[src/rtl/l1_mau_arb_if.sv]
// Bundle of L1I, L1D and memory-side signals around the shared MAU port.
// The arbiter uses the slave view; the requesters/memory environment use the master view.
interface l1_mau_arb_if #(
    parameter int ADDR_WIDTH = 32,
    parameter int DATA_WIDTH = 32,
    parameter int LINE_WIDTH = 128
);
    logic                    l1i_req_val;
    logic [ADDR_WIDTH-1:0]   l1i_req_addr;
    logic                    l1i_req_ack;
    logic [LINE_WIDTH-1:0]   l1i_ack_data;

    logic                    l1d_req_val;
    logic                    l1d_req_cop;
    logic [ADDR_WIDTH-1:0]   l1d_req_addr;
    logic [DATA_WIDTH-1:0]   l1d_req_wdata;
    logic [DATA_WIDTH/8-1:0] l1d_req_be;
    logic                    l1d_req_ack;
    logic [LINE_WIDTH-1:0]   l1d_ack_data;

    logic                    mem_req_val;
    logic                    mem_req_cop;
    logic [ADDR_WIDTH-1:0]   mem_req_addr;
    logic [DATA_WIDTH-1:0]   mem_req_wdata;
    logic [DATA_WIDTH/8-1:0] mem_req_be;
    logic                    mem_req_ack;
    logic [LINE_WIDTH-1:0]   mem_ack_data;

    logic                    err_timeout;

    modport slave (
        input  l1i_req_val, l1i_req_addr,
        output l1i_req_ack, l1i_ack_data,
        input  l1d_req_val, l1d_req_cop, l1d_req_addr, l1d_req_wdata, l1d_req_be,
        output l1d_req_ack, l1d_ack_data,
        output mem_req_val, mem_req_cop, mem_req_addr, mem_req_wdata, mem_req_be,
        input  mem_req_ack, mem_ack_data,
        output err_timeout
    );

    modport master (
        output l1i_req_val, l1i_req_addr,
        input  l1i_req_ack, l1i_ack_data,
        output l1d_req_val, l1d_req_cop, l1d_req_addr, l1d_req_wdata, l1d_req_be,
        input  l1d_req_ack, l1d_ack_data,
        input  mem_req_val, mem_req_cop, mem_req_addr, mem_req_wdata, mem_req_be,
        output mem_req_ack, mem_ack_data,
        input  err_timeout
    );
endinterface

[src/rtl/l1_mau_arb.sv]
// Round-robin arbiter sharing the single MAU port between L1I and L1D,
// one outstanding transaction, fully registered outputs.
//
// state  | meaning
// IDLE   | no transaction; grant a pending request
// WAIT   | memory request outstanding, waiting for mem_req_ack
// RESP   | one-cycle acknowledge to the granted requester
module l1_mau_arb #(
    parameter int ADDR_WIDTH = 32,
    parameter int DATA_WIDTH = 32,
    parameter int LINE_WIDTH = 128,
    parameter int TIMEOUT    = 255
) (
    input logic          clk,
    input logic          rst,
    l1_mau_arb_if.slave  bus
);
    typedef enum logic [1:0] {S_IDLE, S_WAIT, S_RESP} state_t;

    localparam logic [7:0] TO_CNT = 8'(TIMEOUT);

    state_t                  r_state;
    state_t                  w_next;
    logic                    w_grant;
    logic                    w_grant_d;

    logic                    r_last_grant;
    logic                    r_grant_id;
    logic                    r_mem_val;
    logic                    r_mem_cop;
    logic [ADDR_WIDTH-1:0]   r_mem_addr;
    logic [DATA_WIDTH-1:0]   r_mem_wdata;
    logic [DATA_WIDTH/8-1:0] r_mem_be;
    logic [LINE_WIDTH-1:0]   r_resp;
    logic                    r_l1i_ack;
    logic                    r_l1d_ack;
    logic [7:0]              r_cnt;
    logic                    r_err;

    always_comb begin
        w_next    = r_state;
        w_grant   = 1'b0;
        w_grant_d = 1'b0;
        case (r_state)
            S_IDLE: begin
                if (bus.l1i_req_val || bus.l1d_req_val) begin
                    w_grant   = 1'b1;
                    // On contention the side that did not win last time goes
                    w_grant_d = bus.l1d_req_val && (!bus.l1i_req_val || !r_last_grant);
                    w_next    = S_WAIT;
                end
            end
            S_WAIT: begin
                if (bus.mem_req_ack) w_next = S_RESP;
            end
            S_RESP:  w_next = S_IDLE;
            default: w_next = S_IDLE;
        endcase
    end

    always_ff @(posedge clk) begin
        if (rst) begin
            r_state      <= S_IDLE;
            r_last_grant <= 1'b1;
            r_grant_id   <= 1'b0;
            r_mem_val    <= 1'b0;
            r_mem_cop    <= 1'b0;
            r_mem_addr   <= '0;
            r_mem_wdata  <= '0;
            r_mem_be     <= '0;
            r_resp       <= '0;
            r_l1i_ack    <= 1'b0;
            r_l1d_ack    <= 1'b0;
            r_cnt        <= '0;
            r_err        <= 1'b0;
        end else begin
            r_state   <= w_next;
            r_l1i_ack <= 1'b0;
            r_l1d_ack <= 1'b0;
            if (w_grant) begin
                r_last_grant <= w_grant_d;
                r_grant_id   <= w_grant_d;
                r_mem_val    <= 1'b1;
                r_mem_cop    <= w_grant_d & bus.l1d_req_cop;
                r_mem_addr   <= w_grant_d ? bus.l1d_req_addr  : bus.l1i_req_addr;
                r_mem_wdata  <= w_grant_d ? bus.l1d_req_wdata : '0;
                r_mem_be     <= w_grant_d ? bus.l1d_req_be    : '0;
                r_cnt        <= '0;
            end
            if (r_state == S_WAIT) begin
                if (r_cnt != 8'hFF) r_cnt <= r_cnt + 8'd1;
                // Timeout only flags; the transaction keeps waiting
                if (!bus.mem_req_ack && (r_cnt >= TO_CNT)) r_err <= 1'b1;
                if (bus.mem_req_ack) begin
                    r_mem_val <= 1'b0;
                    r_resp    <= bus.mem_ack_data;
                    r_l1i_ack <= !r_grant_id;
                    r_l1d_ack <= r_grant_id;
                end
            end
        end
    end

    assign bus.mem_req_val   = r_mem_val;
    assign bus.mem_req_cop   = r_mem_cop;
    assign bus.mem_req_addr  = r_mem_addr;
    assign bus.mem_req_wdata = r_mem_wdata;
    assign bus.mem_req_be    = r_mem_be;
    assign bus.l1i_req_ack   = r_l1i_ack;
    assign bus.l1d_req_ack   = r_l1d_ack;
    assign bus.l1i_ack_data  = r_resp;
    assign bus.l1d_ack_data  = r_resp;
    assign bus.err_timeout   = r_err;
endmodule
[src/flat_wrapper.sv]
// flat-port wrapper written by rule: the top's interface ports become plain ports
module l1_mau_arb_flat 
#(
    parameter int ADDR_WIDTH = 32,
    parameter int DATA_WIDTH = 32,
    parameter int LINE_WIDTH = 128,
    parameter int TIMEOUT    = 255
)
  (clk, rst, bus_l1i_req_val, bus_l1i_req_addr, bus_l1i_req_ack, bus_l1i_ack_data, bus_l1d_req_val, bus_l1d_req_cop, bus_l1d_req_addr, bus_l1d_req_wdata, bus_l1d_req_be, bus_l1d_req_ack, bus_l1d_ack_data, bus_mem_req_val, bus_mem_req_cop, bus_mem_req_addr, bus_mem_req_wdata, bus_mem_req_be, bus_mem_req_ack, bus_mem_ack_data, bus_err_timeout);
  l1_mau_arb_if #(.ADDR_WIDTH(ADDR_WIDTH), .DATA_WIDTH(DATA_WIDTH), .LINE_WIDTH(LINE_WIDTH)) bus_i ();
  input logic clk;
  input logic rst;
  input wire logic [$bits(bus_i.l1i_req_val)-1:0] bus_l1i_req_val;
  input wire logic [$bits(bus_i.l1i_req_addr)-1:0] bus_l1i_req_addr;
  output wire logic [$bits(bus_i.l1i_req_ack)-1:0] bus_l1i_req_ack;
  output wire logic [$bits(bus_i.l1i_ack_data)-1:0] bus_l1i_ack_data;
  input wire logic [$bits(bus_i.l1d_req_val)-1:0] bus_l1d_req_val;
  input wire logic [$bits(bus_i.l1d_req_cop)-1:0] bus_l1d_req_cop;
  input wire logic [$bits(bus_i.l1d_req_addr)-1:0] bus_l1d_req_addr;
  input wire logic [$bits(bus_i.l1d_req_wdata)-1:0] bus_l1d_req_wdata;
  input wire logic [$bits(bus_i.l1d_req_be)-1:0] bus_l1d_req_be;
  output wire logic [$bits(bus_i.l1d_req_ack)-1:0] bus_l1d_req_ack;
  output wire logic [$bits(bus_i.l1d_ack_data)-1:0] bus_l1d_ack_data;
  output wire logic [$bits(bus_i.mem_req_val)-1:0] bus_mem_req_val;
  output wire logic [$bits(bus_i.mem_req_cop)-1:0] bus_mem_req_cop;
  output wire logic [$bits(bus_i.mem_req_addr)-1:0] bus_mem_req_addr;
  output wire logic [$bits(bus_i.mem_req_wdata)-1:0] bus_mem_req_wdata;
  output wire logic [$bits(bus_i.mem_req_be)-1:0] bus_mem_req_be;
  input wire logic [$bits(bus_i.mem_req_ack)-1:0] bus_mem_req_ack;
  input wire logic [$bits(bus_i.mem_ack_data)-1:0] bus_mem_ack_data;
  output wire logic [$bits(bus_i.err_timeout)-1:0] bus_err_timeout;
  assign bus_i.l1i_req_val = bus_l1i_req_val;
  assign bus_i.l1i_req_addr = bus_l1i_req_addr;
  assign bus_l1i_req_ack = bus_i.l1i_req_ack;
  assign bus_l1i_ack_data = bus_i.l1i_ack_data;
  assign bus_i.l1d_req_val = bus_l1d_req_val;
  assign bus_i.l1d_req_cop = bus_l1d_req_cop;
  assign bus_i.l1d_req_addr = bus_l1d_req_addr;
  assign bus_i.l1d_req_wdata = bus_l1d_req_wdata;
  assign bus_i.l1d_req_be = bus_l1d_req_be;
  assign bus_l1d_req_ack = bus_i.l1d_req_ack;
  assign bus_l1d_ack_data = bus_i.l1d_ack_data;
  assign bus_mem_req_val = bus_i.mem_req_val;
  assign bus_mem_req_cop = bus_i.mem_req_cop;
  assign bus_mem_req_addr = bus_i.mem_req_addr;
  assign bus_mem_req_wdata = bus_i.mem_req_wdata;
  assign bus_mem_req_be = bus_i.mem_req_be;
  assign bus_i.mem_req_ack = bus_mem_req_ack;
  assign bus_i.mem_ack_data = bus_mem_ack_data;
  assign bus_err_timeout = bus_i.err_timeout;
  l1_mau_arb #(.ADDR_WIDTH(ADDR_WIDTH), .DATA_WIDTH(DATA_WIDTH), .LINE_WIDTH(LINE_WIDTH), .TIMEOUT(TIMEOUT)) u_core (.clk(clk), .rst(rst), .bus(bus_i));
endmodule
[config.mk]
export PLATFORM = sky130hd
export DESIGN_NAME = l1_mau_arb_flat
export DESIGN_NICKNAME = d
export VERILOG_FILES = /design/src/rtl/l1_mau_arb_if.sv /design/src/rtl/l1_mau_arb.sv /design/src/flat_wrapper.sv
export SDC_FILE = /design/constraint.sdc
export NUM_CORES = 1
export LEC_CHECK = 0
export ABC_AREA = 1
export CAP_MARGIN = 20
export CELL_PAD_IN_SITES_DETAIL_PLACEMENT = 2
export CELL_PAD_IN_SITES_GLOBAL_PLACEMENT = 2
export CORE_ASPECT_RATIO = 0.75
export CORE_MARGIN = 1.5
export CORE_UTILIZATION = 19
export CTS_BUF_LIST = sky130_fd_sc_hd__clkbuf_4 sky130_fd_sc_hd__clkbuf_8
export CTS_CLUSTER_SIZE = 30
export DETAILED_ROUTE_END_ITERATION = 7
export PLACE_DENSITY = 0.82
export RECOVER_POWER = 25
export SYNTH_ARGS = -nofsm -noshare
export SYNTH_HDL_FRONTEND = slang
export SYNTH_SLANG_ARGS = --single-unit
[constraint.sdc]
create_clock -name clk -period 1.5 [get_ports clk]
set_input_delay 0.3 -clock clk [delete_from_list [all_inputs] [get_ports clk]]
set_output_delay 0.3 -clock clk [all_outputs]
set_load 0.005 [all_outputs]
==> out/results.ini <==
[status]
status = finished, final reports clean

[synthesis]
syn-cell-area_mm2 = 0.009189
synth.most_common_cell = nand2_1
ys_ff_latch = 213
synthTopCellsByCount = nand2_1 (356), dfxtp_1 (213), nand3_1 (136)
synth_warnings = 0
synth_fp_nets = 1466
syn_area_per_cell_um2 = 7.465
yosys-top-cells-area = dfxtp_1 (46%), nand2_1 (15%), buf_4 (11%), nand3_1 (7.4%), a21oi_1 (4.1%)
async_reset_ff_share_pct = 0
ys_seq_area_share_pct = 46.41
postSynthCellCount = 1231
synth_top_area_cell = dfxtp_1
synth.distinct_cells = 25
ys.flop_type = dfxtp_1
synth_top_area_share_pct = 46.41
synth-edff-count = 0

[global_route]
track_usage_pct = 17.45
grt_pass1_vias = 11395
grt_max_degree = 109
grt_overflow_total = 0
antenna_found_initial = 1
grt_pass1_wl_um = 68360

[hold_path]
hp-start = bus_mem_ack_data[22]
hold_path_class = in2reg

[clock_network]
cts_made_buffers = 39
postCtsHoldBufs = 0
clk_path_buf_depth = 3
cts_root_buf = clkbuf_8
clk-insertion-delay-late_ns = 0.56
cts_sinks = 213
cts_tree = done
cts.htree.levels = 2
path_clk_slew_ns = 0.07

[layout]
area_growth_syn_to_layout_pct = 70.98
layout-drive-gt1-share_pct = 23.71
post-route-util_pct = 33.03
nets = 1951

[critical_path]
critPathKind = reg2reg
cp_max_fo = 47
cp_slowest_stage_delay_ns = 0.42
end_kind = register
crit_path_start_kind = register
worstReg2RegStart = u_core.r_state[1]
cp-startpoint = u_core.r_state[1]
path_cells = nor2_4, buf_4, nand2_4, buf_12, nand3_1, nand2_1
cp_slowest_cell = dfxtp_1
crit_required_ns = 1.99
arrival_ns = 1.96

[placement]
port_buffers = 562
gp_congestion = 0.7982
dp_slack_ns = -0.2717
dp_hpwl_um = 32050

[drt]
dr.pass1.iters = 5
wl_per_cell_um = 19.04
viasPerCell = 4.261
drtIter0Drc = 330
wl_um = 45270
detail-route-antenna-nets = 0
drc = 0
vias = 10132

[timing]
finalHoldViolations = 0
fin_hold_ws_ns = 0.2721
finalCriticalPeriod_ns = 1.465
worstMarginPinSlew_ns = 0.5681
fmax_mhz = 682.4
rsz0062_at_grt = yes
finClkSkew_ns = 0.02418
fin_crit_sh_pct = 97.70
finalSetupViolations = 0
max_slew_margin_pct = 62.13
fin_tns_setup_ns = 0
slew_viol_final = 0
layout_setup_ws_ns = 0.03457

[die]
initial_utilization_pct = 19.32
die_area_mm2 = 0.04970
core_mm2 = 0.04757
chipHeight_um = 193.5
ios = 563
num_rows = 69
dieWidth_um = 256.9

[run]
drv_cap = 0

[power]
power_density_mw_per_mm2 = 970.5
ir_drop_mv = 0.3902
p_leak_nw = 7.529

-- flip-flops by register name (all words and copies together) (netlist names) --
register / flops
u_core.bus.l1i_req_ack: 1
u_core.bus.mem_req_addr: 32
u_core.r_last_grant: 1
u_core.bus.mem_req_cop: 1
u_core.bus.l1d_req_ack: 1
u_core.bus.err_timeout: 1
u_core.bus.mem_req_be: 4
u_core.r_state: 2
u_core.bus.mem_req_wdata: 32
u_core.r_grant_id: 1
u_core.bus.mem_req_val: 1
u_core.bus.l1d_ack_data: 128
u_core.r_cnt: 8
-- cell usage in the layout (no fill, tap or decap), types with 5 or more instances in the layout --
cell type and n:
dfxtp_1 77, nor2_1 73, dlygate4sd2_1 76, nand3_1 136
buf_4 63, clkbuf_2 40, buf_6 27, buf_2 37
dfxtp_4 17, inv_1 76, clkbuf_4 7, a21oi_1 75
dfxtp_2 119, nand2_1 355, buf_12 10, o21ai_1 21
clkdlybuf4s15_1 145, clkinv_2 5, o21ai_0 17, clkdlybuf4s15_2 21
clkdlybuf4s50_1 232, nand4_1 37, clkbuf_8 46
-- worst max-delay path: cells and delay by family (launching register included) --
kind                   cells  cell delay (ns)
AND/OR/NAND/NOR            4             0.54
buffers and inverters      2             0.43
flip-flops                 1             0.42
-- logic make-up (layout without fill, tap and decap cells) --
group	count (synthesis)	after routing	synth area share, %
AO/OA/AOI/OAI	118	118	6.591
XOR/XNOR	1	1	0.09533
adder cells (fa/ha/maj)	1	1	0.1361
buffers and inverters	288	795	18.64
flip-flops	213	213	46.41
other	0	1	0
AND/OR/NAND/NOR	610	610	28.13
-- per-stage QoR --
step / cell area, um2 / power, W / std cells
3_3_place_gp: 14650 / 0.009313 / 2264
3_5_place_dp: 14650 / 0.009448 / 2264
6_report: 15710 / 0.01525 / 2378
2_1_floorplan: 9189 / 0.007525 / 1231
4_1_cts: 15710 / 0.01553 / 2373
5_1_grt: 15710 / 0.01609 / 2378
-- power by group --
group,internal [W],switching (W),total [W]
clock network,0.00346,0.00261,0.00608
registers,0.00603,0.000258,0.00628
logic,0.00153,0.00136,0.00289
-- path summary, 6_finish.rpt --
check	to	slack (ns)	cells past startpoint
max	u_core.bus.l1d_ack_data[12]	0.03	6
min	u_core.bus.l1d_ack_data[22]	0.27	3
max reg2reg	u_core.bus.l1d_ack_data[12]	0.03	6
min reg2reg	u_core.bus.l1i_req_ack	0.46	1
-- routing by layer --
layer	vias up	part of all wire, %	track usage, %
li1	4760	-	-
met1	4941	39	18.96
met2	333	53	32.44
met3	98	5.4	4.232
met4	0	3.4	6.645
met5	-	0	0
-- layout make-up --
class                           instances  area [um2]
Fill cell                            5365       31860
Timing Repair Buffer                  652        6066
Sequential cell                       213        4477
Multi-Input combinational cell        730        3242
Tap cell                              639       799.5
Clock buffer                           53       685.7
Inverter                               80       307.8
Clock inverter                         10       131.4
Antenna cell                            1       2.502
-- timing repair --
action / CTS / global route
buffers inserted: 46 / 6
endpoints found under the setup margin: 329 / 164
resized for setup: 769 / 159
pin swaps: 0 / 0
No activity file was read; power rests on OpenSTA's default activity.
